## src/rtl/npu_deb_pkg.sv

```systemverilog
// Shared definitions for the NPU byte-wide debug link (PISO transmitter and SIPO receiver).
// Holds the frame field map, the receiver state encoding and small arithmetic helpers.
package npu_deb_pkg;

    localparam int FRAME_BYTES = 12;
    localparam int STAGE_BYTES = FRAME_BYTES - 1;

    localparam int IDX_SSFR_H = 0;
    localparam int IDX_SSFR_L = 1;
    localparam int IDX_CON_H  = 2;
    localparam int IDX_CON_L  = 3;
    localparam int IDX_MAC2_H = 4;
    localparam int IDX_MAC2_L = 5;
    localparam int IDX_MAC1_H = 6;
    localparam int IDX_MAC1_L = 7;
    localparam int IDX_DD     = 8;
    localparam int IDX_DC     = 9;
    localparam int IDX_DB     = 10;
    localparam int IDX_DA     = 11;

    typedef enum logic [1:0] {
        ST_IDLE = 2'd0,
        ST_RECV = 2'd1,
        ST_DONE = 2'd2
    } deb_state_e;

    function automatic logic [7:0] sat_inc8(input logic [7:0] value);
        sat_inc8 = (value == 8'hFF) ? 8'hFF : value + 8'd1;
    endfunction

endpackage

```

## src/rtl/sipo_deb_timer.sv

```systemverilog
// Idle-cycle counter for the debug SIPO: counts gap cycles inside a frame and flags
// the increment that reaches the timeout limit. Saturates at the limit, never wraps.
module sipo_deb_timer #(
    parameter int TIMEOUT_CYC = 16
) (
    input  logic clk,
    input  logic rst_n,
    input  logic clr,
    input  logic inc,
    output logic expired
);

    localparam int CW = $clog2(TIMEOUT_CYC + 1);
    localparam logic [CW-1:0] LIMIT = CW'(TIMEOUT_CYC);
    localparam logic [CW-1:0] ONE   = CW'(1);

    logic [CW-1:0] count_r;

    // Gap counter with synchronous clear and saturation at the limit.
    always_ff @(posedge clk) begin
        if (!rst_n) begin
            count_r <= '0;
        end else if (clr) begin
            count_r <= '0;
        end else if (inc && (count_r != LIMIT)) begin
            count_r <= count_r + ONE;
        end else begin
            count_r <= count_r;
        end
    end

    assign expired = inc && (count_r == (LIMIT - ONE));

endmodule

```

## src/rtl/sipo_deb.sv

```systemverilog
// Receive side of the NPU debug link: reassembles the 12-byte snapshot stream into
// parallel field registers, published atomically on the last byte; aborted frames are counted.
module sipo_deb
    import npu_deb_pkg::*;
#(
    parameter int TIMEOUT_CYC = 16
) (
    input  logic        CLKEXT,
    input  logic        RST_GLO_N,
    input  logic        EN_SIPO_DEB,
    input  logic        CLR_SIPO_DEB,
    input  logic        SHIFT_DEB,
    input  logic [7:0]  D_IN,
    output logic [15:0] SSFR,
    output logic [15:0] CON_SIG,
    output logic [15:0] MAC2,
    output logic [15:0] MAC1,
    output logic [7:0]  DD,
    output logic [7:0]  DC,
    output logic [7:0]  DB,
    output logic [7:0]  DA,
    output logic        FRAME_VLD,
    output logic        FRAME_ERR,
    output logic [3:0]  BYTE_CNT,
    output logic [7:0]  ERR_CNT
);

    localparam logic [3:0] LAST_IDX = 4'(FRAME_BYTES - 1);

    deb_state_e state_r;
    deb_state_e next_state_s;
    logic [7:0] stage_r [0:STAGE_BYTES-1];
    logic       accept_s;
    logic       publish_s;
    logic       abort_s;
    logic       timer_inc_s;
    logic       timer_clr_s;
    logic       timer_expired_s;

    sipo_deb_timer #(
        .TIMEOUT_CYC (TIMEOUT_CYC)
    ) u_timer (
        .clk     (CLKEXT),
        .rst_n   (RST_GLO_N),
        .clr     (timer_clr_s),
        .inc     (timer_inc_s),
        .expired (timer_expired_s)
    );

    // Next-state and per-edge action decode; clear is applied with priority in the register block.
    always_comb begin
        next_state_s = state_r;
        accept_s     = 1'b0;
        publish_s    = 1'b0;
        abort_s      = 1'b0;
        timer_inc_s  = 1'b0;
        timer_clr_s  = 1'b1;
        if (CLR_SIPO_DEB) begin
            next_state_s = ST_IDLE;
        end else if (!EN_SIPO_DEB) begin
            next_state_s = ST_IDLE;
            abort_s      = (state_r == ST_RECV);
        end else begin
            case (state_r)
                ST_IDLE: begin
                    if (SHIFT_DEB) begin
                        accept_s     = 1'b1;
                        next_state_s = ST_RECV;
                    end else begin
                        next_state_s = ST_IDLE;
                    end
                end
                ST_RECV: begin
                    if (SHIFT_DEB) begin
                        accept_s = 1'b1;
                        if (BYTE_CNT == LAST_IDX) begin
                            publish_s    = 1'b1;
                            next_state_s = ST_DONE;
                        end else begin
                            next_state_s = ST_RECV;
                        end
                    end else begin
                        timer_inc_s = 1'b1;
                        timer_clr_s = 1'b0;
                        if (timer_expired_s) begin
                            abort_s      = 1'b1;
                            next_state_s = ST_IDLE;
                        end else begin
                            next_state_s = ST_RECV;
                        end
                    end
                end
                // The transmitter keeps its last byte on the bus while the strobe stays high.
                ST_DONE: begin
                    if (SHIFT_DEB) begin
                        next_state_s = ST_DONE;
                    end else begin
                        next_state_s = ST_IDLE;
                    end
                end
                default: begin
                    next_state_s = ST_IDLE;
                end
            endcase
        end
    end

    // State, staging buffer, field outputs, status pulses and counters.
    always_ff @(posedge CLKEXT) begin
        if (!RST_GLO_N || CLR_SIPO_DEB) begin
            state_r   <= ST_IDLE;
            SSFR      <= 16'h0000;
            CON_SIG   <= 16'h0000;
            MAC2      <= 16'h0000;
            MAC1      <= 16'h0000;
            DD        <= 8'h00;
            DC        <= 8'h00;
            DB        <= 8'h00;
            DA        <= 8'h00;
            FRAME_VLD <= 1'b0;
            FRAME_ERR <= 1'b0;
            BYTE_CNT  <= 4'd0;
            ERR_CNT   <= 8'h00;
            for (int i = 0; i < STAGE_BYTES; i++) begin
                stage_r[i] <= 8'h00;
            end
        end else begin
            state_r   <= next_state_s;
            FRAME_VLD <= publish_s;
            FRAME_ERR <= abort_s;
            if (abort_s) begin
                ERR_CNT  <= sat_inc8(ERR_CNT);
                BYTE_CNT <= 4'd0;
                for (int i = 0; i < STAGE_BYTES; i++) begin
                    stage_r[i] <= 8'h00;
                end
            end else if (publish_s) begin
                // Last byte bypasses staging so every field comes from the same frame.
                SSFR     <= {stage_r[IDX_SSFR_H], stage_r[IDX_SSFR_L]};
                CON_SIG  <= {stage_r[IDX_CON_H],  stage_r[IDX_CON_L]};
                MAC2     <= {stage_r[IDX_MAC2_H], stage_r[IDX_MAC2_L]};
                MAC1     <= {stage_r[IDX_MAC1_H], stage_r[IDX_MAC1_L]};
                DD       <= stage_r[IDX_DD];
                DC       <= stage_r[IDX_DC];
                DB       <= stage_r[IDX_DB];
                DA       <= D_IN;
                BYTE_CNT <= 4'd0;
            end else if (accept_s) begin
                stage_r[BYTE_CNT] <= D_IN;
                BYTE_CNT          <= BYTE_CNT + 4'd1;
            end else begin
                BYTE_CNT <= BYTE_CNT;
            end
        end
    end

endmodule
```

## config.mk

```make
export PLATFORM = sky130hd
export DESIGN_NAME = sipo_deb
export DESIGN_NICKNAME = d
export VERILOG_FILES = /design/src/rtl/npu_deb_pkg.sv /design/src/rtl/sipo_deb_timer.sv /design/src/rtl/sipo_deb.sv
export SDC_FILE = /design/constraint.sdc
export NUM_CORES = 1
export LEC_CHECK = 0
export ABC_AREA = 1
export BUFFER_PORTS_ARGS = -buffer_cell sky130_fd_sc_hd__buf_4
export CAP_MARGIN = 20
export CORE_ASPECT_RATIO = 1.5
export CORE_MARGIN = 5
export CORE_UTILIZATION = 47
export CTS_BUF_LIST = sky130_fd_sc_hd__clkbuf_4 sky130_fd_sc_hd__clkbuf_8 sky130_fd_sc_hd__clkbuf_16
export DETAILED_ROUTE_END_ITERATION = 12
export PLACE_DENSITY = 0.74
export SLEW_MARGIN = 40
export SYNTH_ARGS = -nofsm -noshare
export SYNTH_HDL_FRONTEND = slang
export SYNTH_SLANG_ARGS = --single-unit
```

## constraint.sdc

```tcl
create_clock -name CLKEXT -period 3.3 [get_ports CLKEXT]
set_clock_uncertainty 0.15 [all_clocks]
set_input_delay 0.33 -clock CLKEXT [delete_from_list [all_inputs] [get_ports CLKEXT]]
set_output_delay 0.33 -clock CLKEXT [all_outputs]
set_load 0.005 [all_outputs]
```

**After elaboration in Yosys (flattened, before gate mapping)**

Memory sizes are Yosys's and may differ from the RTL's. A register that Yosys moved wholly into a read port is not among the register bits.
Cells that the tools add are included.
Widths: inputs -> output; s select.

- Register bits: 29
- RAM bits: 88
- Word-level logic and storage cells: 94
- Memories: 1

Memory list:

| memory | words | bits a word | rd ports | clocked after memory_dff | write ports | RTL line | text |
|---|---|---|---|---|---|---|---|
| stage_r | 11 | 8 | 11 | 11 | 11 | sipo_deb.sv:32 | `logic [7:0] stage_r [0:STAGE_BYTES-1];` |

- $add $sub $neg: 3
- Equal/unequal tests: 6
- Multiplexer cells: 52
- Bitwise logic cells: 14
- Reductions and logical operators: 11

Operators with widths:

| cell | count |
|---|---|
| $mux 8 | 13 |
| $mux 1 | 34 |
| $or 1x1->1 | 11 |
| $add 8x1->8 const B | 1 |
| $eq 8x8->1 const B | 1 |
| $reduce_or 8->1 | 1 |
| $mux 2 | 3 |
| $pmux 2 s3 | 1 |
| $reduce_or 3->1 | 2 |
| $add 5x1->5 const B | 1 |
| $eq 5x4->1 const B | 1 |
| $ne 5x5->1 const B | 1 |
| $add 4x1->4 const B | 1 |
| $eq 4x4->1 const B | 1 |
| $mux 4 | 1 |
| $reduce_or 2->1 | 2 |
| $not 1->1 | 3 |
| $eq 2x1->1 const B | 1 |
| $eq 2x2->1 const B | 1 |
| $logic_and 1x1->1 | 2 |
| $logic_not 2->1 | 1 |
| $reduce_and 2->1 | 1 |
| $logic_not 1->1 | 1 |
| $logic_or 1x1->1 | 1 |

**Longest topological paths before layout**

- Depth after elaboration: 15
- Gate-level depth with buffers: 11

**Hierarchy**

From an unflattened synthesis, not the netlist that was laid out.

- Cell total of the unflattened synthesis: 836
- Area, all modules: 8,067.7 um^2

Modules (own cells, without submodules):

| module | instances | cells an instance | area an instance (um^2) | seq. area each (um^2) |
|---|---|---|---|---|
| sipo_deb | 1 | 788 | 7,736.2 | 4,884.7 |
| sipo_deb_timer | 1 | 48 | 331.6 | 100.1 |

**Worst setup path after synthesis**

OpenSTA, ideal clock, no wires.

- Kind: reg2reg
- Start point: reg u_timer.count_r[0]
- End point: mem stage_r[1][0], enable pin
- Setup time: 0.384 ns
- Arrival: 2.034 ns
- Required time: 2.766 ns
- Slack: 0.732 ns
- Cell stages (with the launch flop): 10
- Buffers on the path: 0
- Path through: dfxtp_1 > ha_1 > nand2_1 > nor2_1 > ha_1 > nand3_2 > nand2_2 > nand2_4 > nand4_1 > o21ai_0

RTL lines:

| what | RTL line | text |
|---|---|---|
| from (decl) | sipo_deb_timer.sv:17 | `logic [CW-1:0] count_r;` |
| from (signal assigned) | sipo_deb_timer.sv:26 | `count_r <= count_r + ONE;` |
| from (signal assigned) | sipo_deb_timer.sv:28 | `count_r <= count_r;` |
| to (decl) | sipo_deb.sv:32 |  |

==> summary.md <==
| Metric | Value |
|---|---|
| Status | finished, final reports clean |
| Die Y | 166.5 µm |
| DRC errors left | 0 |
| Crit path from | u_timer.count_r[0] |
| Diode count | 0 |
| Vias in the first global route | 5,491 |
| CP max FO | 9 |
| Critical Path Source Type | flop |
| Length of the first detailed-routing pass in iterations | 7 |
| Tot GR Track Use | 18.03% |
| Most frequent cells in the layout | 274 x nor2_1, 132 x buf_4, 117 x dfxtp_1, 102 x o21ai_0, 88 x edfxtp_1 |
| Initial antenna violation count | 0 |
| Top-level I/O count | 123 |
| GRT overflow | 0 |
| Iter 0 DRT Violations | 388 |
| Area of the multi-input gates | 2384 µm² |
| Hold_sp | SHIFT_DEB |
| GPL Wtd Cong | 0.8799 |
| Register area | 4985 µm² |
| First-pass GRT wire length | 27.76 mm |
| CP Data Arrival Time | 2.57 ns |
| Num CTS Buffers | 19 |
| Worst path cell trace | ha_1 -> nand2_1 -> nor2_1 -> ha_1 -> nand3_2 -> nand2_2 -> nand2_4 -> nand2_2 -> inv_1 -> buf_4 -> nand2_1 |
| Most common cell after layout, fill and taps aside | nor2_1 |
| Final net count | 940 |
| Final Cell Area | 9389 µm² |
| Part of the cycle the worst path needs | 78.04% |
| Final hold violations | 0 |
| Syn avg cell area | 9.528 µm² |
| Crit path kind | flop to flop |
| Clock buffer depth | 3 |
| # fillers | 1,422 |
| Hpwl dp | 11.85 mm |
| Final TNS setup | 0 ns |
| P_leak | 3.910 nW |
| Synth cell types | 25 |
| Root Driver | clkbuf_16 |
| Netlist Area Pre-Place | 7670 µm² |
| ANT nets after route | 0 |
| Crit path max-delay cell type | dfxtp_1 |
| Clk pin slew, worst setup/hold paths | 0.07 ns |
| Mean routed wirelength per cell | 15.24 µm |
| CTS resizes | 0 |
| Final min period | 2.575 ns |
| Max_cap viols | 0 |
| Yosys warning count | 0 |
| Port buffer count | 122 |
| Routed vias/inst | 5.013 |
| # setup viols final | 0 |
| Synth top area share | 34.45% |
| Worst-case reg-to-reg path depth | 11 |
| Sink Count | 205 |
| RSZ-0062 raised after global routing | false |
| Post-synth EDFFs | 88 |
| Post-synthesis sequential area ratio | 64.99% |
| Synth async-reset ratio | 0% |
| R2R Setup Slk | 0.72 ns |
| Min-Delay Path Depth | 3 |
| Dominant cell type by area after synthesis | edfxtp_1 |
| Worst endpoint required time | 3.29 ns |
| Slew Limit Fails | 0 |
| Maximum VDD drop | 0.0003422 V |
| RR Startpoint | u_timer.count_r[0] |
| Net Count, Synth | 826 |
| Top post-synthesis cells by area | edfxtp_1 34%, dfxtp_1 31%, nor2_1 13%, o21ai_0 6.7%, nand2_1 2.4% |
| Ratio of cells with drive above 1 in the final layout | 20.19% |
| Worst-Margin Slew | 0.6694 ns |
| Cells after synthesis | 805 |
| Max incr delay on CP | 0.37 ns |
| Placed instance area | 8781 µm² |
| Initial Util | 47.59% |
| HP Class | primary input to flop |
| Via Count | 5,700 |
| Pwr per Cell Area | 523.7 nW/µm² |
| Largest net degree at the start of global routing | 105 |
| CTS tree | built |
| Critical Path End | stage_r[8][7] |
| #FFs+latches synth | 205 |
| Die ar. | 19,030 µm² |
| WL final | 17.32 mm |
| H-tree depth | 1 |
| Max Clock Freq | 0.3883 GHz |
| Slew margin rel. | 55.07% |
| Crit end category | flop |
| Worst skew pair latency | 0.47 ns |
| Top FF cell, synth | dfxtp_1 |
| Placeable Area | 16,120 µm² |
| Area growth syn-to-layout | 22.41% |
| Std cell rows | 57 |
| Die W | 114.3 µm |
| Worst r2r dst | stage_r[8][7] |
critical path, delay by kind of cell (launching register included):
kind	cells	cell delay, ns
and+or+nand+nor	7	0.98
buffers and inverters	2	0.36
adders and majority gates	2	0.37
DFF	1	0.37
routing by layer:
layer  part of all wire, %  vias to the layer above  track usage (%)  routed length [µm]
met1                    39                     2608            20.48                6702
met5                     0                        -                0                   0
met3                   6.0                       45            3.194                1045
met4                   3.7                        0            8.062                 645
met2                    52                      183            32.48                8930
li1                      -                     2864                -                   -
metrics by stage:
step	hold WS, ns	util [%]	cells	setup slack (ns)	total power, W
3_5_place_dp	0.3196	54.48	1102	0.7230	0.002913
2_1_floorplan	0.2996	-	805	0.7324	0.002849
4_1_cts	0.03052	58.25	1137	0.7003	0.004955
5_1_grt	0.08350	58.25	1137	0.5528	0.005080
6_report	0.05001	58.25	1137	0.7246	0.004917
3_3_place_gp	0.3082	54.48	1102	0.6801	0.002909
final cells by class:
cell class / instances / area share (%)
inverters: 38 / 1.533
repair buffers: 135 / 10.98
clock inverters: 9 / 0.5464
flip-flops and latches: 205 / 53.09
clock buffers: 24 / 5.717
multi-input cells: 520 / 25.39
well taps: 206 / 2.745
cell families after synthesis:
logic type	Yosys count	share of synthesized area, %
adder cells (fa/ha/maj)	8	1.305
XOR/XNOR	2	0.2284
flip-flops	205	64.99
buffers and inverters	80	4.062
AO/OA/AOI/OAI	127	8.303
AND/OR/NAND/NOR	383	21.11
registers in the layout, summed over array words and instances (netlist names):
name             count
MAC1                16
DD                   8
DA                   8
SSFR                16
DC                   8
ERR_CNT              8
FRAME_VLD            1
MAC2                16
u_timer.count_r      5
stage_r             88
DB                   8
FRAME_ERR            1
CON_SIG             16
BYTE_CNT             4
state_r              2
cells in the mapped netlist, types with 7 or more instances:
cell	instances
nand3_1	19
o21ai_0	103
nor2_1	275
nor3_1	12
nand2_1	50
nand2_4	9
clkbuf_1	32
ha_1	8
buf_2	9
dfxtp_1	117
inv_1	34
a21oi_1	23
nand4_1	7
edfxtp_1	88
worst min-delay path by stage:
stage / to
3_5_place_dp: u_timer.count_r[3]
2_1_floorplan: u_timer.count_r[3]
4_1_cts: state_r[1]
6_report: state_r[1]
3_3_place_gp: u_timer.count_r[3]
5_1_grt: state_r[1]
report_power, final:
part	switching, W	total (W)	leakage (nW)	internal [W]
combinational	0.000116	0.000154	1.67	0.0000377
clock	0.000898	0.00206	0.303	0.00116
sequential	0.0000143	0.00270	1.93	0.00269
repair_timing:
action                     CTS  global route
setup endpoints to repair    0             0
hold buffers                 2             0
setup buffers                0             0
hold endpoints to repair     2             0
(Power assumes the default switching activity.)
